$ cat src/rtl/chord_mixer_if.sv
// Bundle between the three note players / control and the chord mixer.
// Handshake: each ready_i is a one-cycle strobe (no back-pressure) qualifying sample_in_i
// that cycle; mix_valid is a one-cycle strobe qualifying a new mix_out, which holds otherwise.
interface chord_mixer_if;
  logic signed [15:0] sample_in_0;
  logic signed [15:0] sample_in_1;
  logic signed [15:0] sample_in_2;
  logic               ready_0;
  logic               ready_1;
  logic               ready_2;
  logic [2:0]         voice_en;
  logic               flush;
  logic               clear_err;
  logic signed [15:0] mix_out;
  logic               mix_valid;
  logic               overlap_err;

  modport slave (
    input  sample_in_0, sample_in_1, sample_in_2,
    input  ready_0, ready_1, ready_2,
    input  voice_en, flush, clear_err,
    output mix_out, mix_valid, overlap_err
  );

  modport master (
    output sample_in_0, sample_in_1, sample_in_2,
    output ready_0, ready_1, ready_2,
    output voice_en, flush, clear_err,
    input  mix_out, mix_valid, overlap_err
  );
endinterface

$ cat src/rtl/chord_mixer.sv
// Collects one sample per enabled voice, then emits a saturated, attenuated sum
// two cycles after the last required strobe.
module chord_mixer #(
  parameter int unsigned ATTEN = 0
) (
  input  logic          clk,
  input  logic          reset,
  chord_mixer_if.slave  bus
);
  localparam logic signed [17:0] MAX_S = 18'sd32767;
  localparam logic signed [17:0] MIN_S = -18'sd32768;

  logic [2:0]         rdy;
  logic [2:0]         captured_q, captured_d, captured_next;
  logic [2:0]         overlap;
  logic               complete;
  logic signed [15:0] smp   [3];
  logic signed [15:0] cap_q [3];
  logic signed [15:0] cap_d [3];
  logic signed [15:0] sum_q [3];
  logic signed [15:0] sum_d [3];
  logic               sum_vld_q, sum_vld_d;
  logic signed [17:0] sum_full, shifted;
  logic signed [15:0] sat;
  logic signed [15:0] mix_out_q, mix_out_d;
  logic               mix_valid_q, mix_valid_d;
  logic               err_q, err_d;

  assign rdy    = {bus.ready_2, bus.ready_1, bus.ready_0};
  assign smp[0] = bus.sample_in_0;
  assign smp[1] = bus.sample_in_1;
  assign smp[2] = bus.sample_in_2;

  // Capture stage: strobes in the completion cycle still belong to this collection.
  always_comb begin
    captured_next = captured_q | rdy;
    complete      = !bus.flush && (captured_next != 3'b000) &&
                    ((captured_next | ~bus.voice_en) == 3'b111);
    overlap       = bus.flush ? 3'b000 : (rdy & captured_q);
    captured_d    = (bus.flush || complete) ? 3'b000 : captured_next;
    sum_vld_d     = complete;
    for (int i = 0; i < 3; i++) begin
      cap_d[i] = (rdy[i] && !bus.flush) ? smp[i] : cap_q[i];
      sum_d[i] = sum_q[i];
      if (complete) sum_d[i] = bus.voice_en[i] ? (rdy[i] ? smp[i] : cap_q[i]) : 16'sd0;
    end
    if (overlap != 3'b000)  err_d = 1'b1;
    else if (bus.clear_err) err_d = 1'b0;
    else                    err_d = err_q;
  end

  // Sum stage: three 16-bit values always fit in 18 signed bits.
  always_comb begin
    sum_full = {{2{sum_q[0][15]}}, sum_q[0]} +
               {{2{sum_q[1][15]}}, sum_q[1]} +
               {{2{sum_q[2][15]}}, sum_q[2]};
    shifted  = sum_full >>> ATTEN;
    if (shifted > MAX_S)      sat = 16'sh7fff;
    else if (shifted < MIN_S) sat = 16'sh8000;
    else                      sat = shifted[15:0];
    mix_valid_d = sum_vld_q && !bus.flush;
    mix_out_d   = mix_valid_d ? sat : mix_out_q;
  end

  always_ff @(posedge clk or negedge reset) begin
    if (!reset) begin
      captured_q  <= 3'b000;
      sum_vld_q   <= 1'b0;
      mix_out_q   <= 16'sd0;
      mix_valid_q <= 1'b0;
      err_q       <= 1'b0;
      for (int i = 0; i < 3; i++) begin
        cap_q[i] <= 16'sd0;
        sum_q[i] <= 16'sd0;
      end
    end else begin
      captured_q  <= captured_d;
      sum_vld_q   <= sum_vld_d;
      mix_out_q   <= mix_out_d;
      mix_valid_q <= mix_valid_d;
      err_q       <= err_d;
      for (int i = 0; i < 3; i++) begin
        cap_q[i] <= cap_d[i];
        sum_q[i] <= sum_d[i];
      end
    end
  end

  assign bus.mix_out     = mix_out_q;
  assign bus.mix_valid   = mix_valid_q;
  assign bus.overlap_err = err_q;
endmodule

$ cat src/flat_wrapper.sv
// flat-port wrapper written by rule: the top's interface ports become plain ports
module chord_mixer_flat 
#(
  parameter int unsigned ATTEN = 0
)
  (clk, reset, bus_sample_in_0, bus_sample_in_1, bus_sample_in_2, bus_ready_0, bus_ready_1, bus_ready_2, bus_voice_en, bus_flush, bus_clear_err, bus_mix_out, bus_mix_valid, bus_overlap_err);
  chord_mixer_if bus_i ();
  input  logic clk;
  input  logic reset;
  input wire logic [$bits(bus_i.sample_in_0)-1:0] bus_sample_in_0;
  input wire logic [$bits(bus_i.sample_in_1)-1:0] bus_sample_in_1;
  input wire logic [$bits(bus_i.sample_in_2)-1:0] bus_sample_in_2;
  input wire logic [$bits(bus_i.ready_0)-1:0] bus_ready_0;
  input wire logic [$bits(bus_i.ready_1)-1:0] bus_ready_1;
  input wire logic [$bits(bus_i.ready_2)-1:0] bus_ready_2;
  input wire logic [$bits(bus_i.voice_en)-1:0] bus_voice_en;
  input wire logic [$bits(bus_i.flush)-1:0] bus_flush;
  input wire logic [$bits(bus_i.clear_err)-1:0] bus_clear_err;
  output wire logic [$bits(bus_i.mix_out)-1:0] bus_mix_out;
  output wire logic [$bits(bus_i.mix_valid)-1:0] bus_mix_valid;
  output wire logic [$bits(bus_i.overlap_err)-1:0] bus_overlap_err;
  assign bus_i.sample_in_0 = bus_sample_in_0;
  assign bus_i.sample_in_1 = bus_sample_in_1;
  assign bus_i.sample_in_2 = bus_sample_in_2;
  assign bus_i.ready_0 = bus_ready_0;
  assign bus_i.ready_1 = bus_ready_1;
  assign bus_i.ready_2 = bus_ready_2;
  assign bus_i.voice_en = bus_voice_en;
  assign bus_i.flush = bus_flush;
  assign bus_i.clear_err = bus_clear_err;
  assign bus_mix_out = bus_i.mix_out;
  assign bus_mix_valid = bus_i.mix_valid;
  assign bus_overlap_err = bus_i.overlap_err;
  chord_mixer #(.ATTEN(ATTEN)) u_core (.clk(clk), .reset(reset), .bus(bus_i));
endmodule
$ cat config.mk
export PLATFORM = sky130hd
export DESIGN_NAME = chord_mixer_flat
export DESIGN_NICKNAME = d
export VERILOG_FILES = /design/src/rtl/chord_mixer_if.sv /design/src/rtl/chord_mixer.sv /design/src/flat_wrapper.sv
export SDC_FILE = /design/constraint.sdc
export NUM_CORES = 1
export LEC_CHECK = 0
export BUFFER_PORTS_ARGS = -buffer_cell sky130_fd_sc_hd__clkbuf_2
export CORE_ASPECT_RATIO = 0.9
export CORE_MARGIN = 1
export CORE_UTILIZATION = 30
export DETAILED_ROUTE_END_ITERATION = 8
export SLEW_MARGIN = 20
export SYNTH_ARGS = -nofsm -noshare
export SYNTH_HDL_FRONTEND = slang
export SYNTH_SLANG_ARGS = --single-unit
export TNS_END_PERCENT = 10
$ cat constraint.sdc
create_clock -name clk -period 4.6 [get_ports clk]
set_clock_uncertainty 0.1 [all_clocks]
set_input_delay 0.92 -clock clk [delete_from_list [all_inputs] [get_ports clk]]
set_output_delay 0.92 -clock clk [all_outputs]
set_load 0.01 [all_outputs]
==> flow_summary.toml <==
[logic_synthesis]
synth_ff_type = "dfrtp_1"
synth_most_common_cell = "dfrtp_1"
synthesis.area_sq_um = 6610
synth_top_area_share_pct = 44.7
synthArstFlopShare_pct = 100
synth_nets = 736
syn_avg_cell_area_sq_um = 10.3
ys_warn_count = 0
synth-seq-area-share_pct = 44.7
synth.top_cells.by_count = "118 x dfrtp_1, 113 x nand2_1, 96 x mux2_2"
ys_ff_latch = 118
synth_cell_types = 54
yosysTopAreaCell = "dfrtp_1"
synth_edf_count = 0
synthTopCellsByArea = "dfrtp_1 45%, mux2_2 16%, nand2_1 6.4%"
netlist_instances = 643

[clock_tree]
numClockSinks = 118
cts_max_level = 4
numCtsBuffers = 17
cts_tree = "yes"
clkLatencyLatePin_ns = 0.42
path_clk_slew_ns = 0.05
clock_path_buffers = 2
cts_root_buffer = "clkbuf_16"

[worst_setup_path]
reg2reg_slack_ns = 0.32
slowest_stage = "dfrtp_1"
endpoint_kind = "register"
crit_path_max_incr_delay_ns = 0.39
cp-start-kind = "register"
crit_end = "u_core.bus.mix_out[14]"
crit_required_ns = 4.81
path_max_fanout = 15
critPathKind = "reg2reg"
crit_chain = "ha_1, inv_1, fa_1, nor2b_1, o21ai_1, a21boi_1, o21a_1, o41ai_2, o21bai_1, a21oi_1, xnor2_1, ha_1, inv_1, nor4b_4, a21oi_2, a21oi_2, a31oi_1, xnor2_2, o21bai_4, buf_12, a311oi_1"
timing.rr.start = "u_core.sum_q[16]"
critPathLaunch = "u_core.sum_q[16]"
rr_worst_depth = 21
critPathArrivalTime_ns = 4.49
r2r-end = "u_core.bus.mix_out[14]"

[placement]
dp_hpwl_microns = 10800
gp_congestion = 0.859
dp.cells = 983
port_buffers = 75
pre_cts_ws_ns = 0.00640

[route]
first_pass_iters = 4
post_drt_wl_per_cell_microns = 14.5
drtIter0Drc = 261
wl_microns = 14800
vias = 4830
ant_nets = 0
drc = 0
vias_per_cell = 4.74

[floorplanning]
dieArea_sq_um = 22600
die_w_microns = 158
io_pins = 76
initial_core_util_pct = 30.6
die_h_microns = 143
rows = 51
core_area_sq_um = 21600

[finish]
final-seq-area_sq_um = 2950
final_layout_size_suffix_gt1_share_pct = 32.6
fin_nets = 809
area_growth_pct = 20.8
finish.utilization_pct = 36.9
n_antenna_cell = 0
multiInputGateArea_sq_um = 3490
final_cells = 1020
fillCellCount = 2182

[timing]
slew_headroom_pct = 62.9
setup_viol = 0
setup_ws_ns = 0.322
min_period_over_period_pct = 93.0
timing.fmax_ghz = 0.234
worst_slew_pin_slew_ns = 0.557
hold_viol = 0
fin_crit_ns = 4.28
drv_slew = 0

[global_routing]
grt_max_degree = 80
overflow = 0
grt_pass1_wl_microns = 24700
grt_antenna_before_repair = 0
grt_use_total_pct = 14.3
grt_pass1_vias = 4790

[pwr]
ir_drop_uv = 266
p_leak_nw = 3.54
power_density_nw_per_um2 = 520

[outcome]
status = "completed"

[job]
max-cap-violations = 0

[worst_hold_path]
hp-class = "in2async"
## logic make-up after synthesis
logic type	Yosys count	synth area share, %
AND/OR/NAND/NOR	189	11.9
AO/OA/AOI/OAI	124	13.3
flip-flops	118	44.7
multiplexers	96	16.4
buffers and inverters	54	3.29
adder cells (fa/ha/maj)	35	6.85
XOR/XNOR	27	3.58
## cell usage in the layout (no fill, tap or decap), types with 4 or more instances in the layout
cell type	Yosys	final
dfrtp_1	118	118
nand2_1	113	113
mux2_2	96	96
clkbuf_2	0	74
o21ai_0	55	55
nor2_1	41	41
ha_1	33	33
inv_1	21	21
xnor2_1	19	17
clkbuf_16	0	17
a21oi_1	10	10
nor3_1	9	9
a311oi_2	9	9
buf_4	1	9
xor2_1	8	8
nor2b_1	6	6
o21a_1	6	6
nand3_1	6	6
a311oi_1	5	5
clkinvlp_4	0	4
inv_6	0	4
## registers in the layout (all words and copies together), names as in the netlist
signal,flops
u_core.bus.mix_out,16
u_core.bus.overlap_err,1
u_core.captured_q,3
u_core.sum_q,48
u_core.sum_vld_q,1
u_core.cap_q,48
u_core.bus.mix_valid,1
## final cells by class
type | instances | area share (%)
clock inverters | 12 | 1.47
multi-input cells | 471 | 43.8
clock buffers | 20 | 5.85
inverters | 21 | 0.987
flip-flops and latches | 118 | 37.0
repair buffers | 87 | 6.38
well taps | 291 | 4.56
## metal layers
| layer | up-vias | global-route usage (%) | wire [microns] |
|---|---|---|---|
| met5 | - | 0 | 0 |
| met3 | 15 | 3.92 | 617 |
| met2 | 98 | 20.6 | 6300 |
| met4 | 0 | 5.01 | 199 |
| met1 | 2307 | 20.3 | 7680 |
| li1 | 2410 | - | - |
## report_power, final
| group | leakage [nW] | switching (mW) | total (mW) | internal (mW) |
|---|---|---|---|---|
| clock | 0.276 | 0.500 | 1.29 | 0.792 |
| combinational | 1.82 | 0.816 | 1.48 | 0.667 |
| sequential | 1.45 | 0.129 | 1.38 | 1.25 |
| total | 3.54 | 1.45 | 4.15 | 2.71 |
## worst min-delay path by stage
stage,endpoint,cells after the start,slack [ns],startpoint
detailed placement,u_core.sum_q[36],2,0.38,u_core.sum_q[36]
CTS,u_core.bus.mix_out[0],1,0.39,reset
floorplan,u_core.sum_q[32],2,0.35,u_core.sum_q[32]
global route,u_core.bus.mix_out[0],1,0.41,reset
finish,u_core.bus.mix_out[0],1,0.38,reset
global placement,u_core.sum_q[34],2,0.36,u_core.sum_q[34]
## what timing repair did
item	CTS	global route
buffers inserted	0	4
hold buffers	0	0
endpoints found under the setup margin	1	15
pin swaps	0	5
gates resized for setup	1	6
## worst max-delay path, delay by kind of cell (launching register included)
kind,cells,cell delay [ns]
AO/OA/AOI/OAI,11,1.84
adder cells (fa/ha/maj),3,0.74
XOR/XNOR,2,0.41
flip-flops,1,0.39
AND/OR/NAND/NOR,2,0.34
buffers and inverters,3,0.32
## through the flow
step           cell area, sq um  power (mW)  hold WS [ns]  setup TNS, ns
6_report                   7980        4.15         0.379              0
5_1_grt                    7980        4.42         0.413        -0.0533
4_1_cts                    7880        4.08         0.388              0
3_5_place_dp               7290        2.76         0.376              0
3_3_place_gp               7290        2.74         0.365              0
2_1_floorplan              6610        2.39         0.354              0
(Power assumes the default switching activity.)
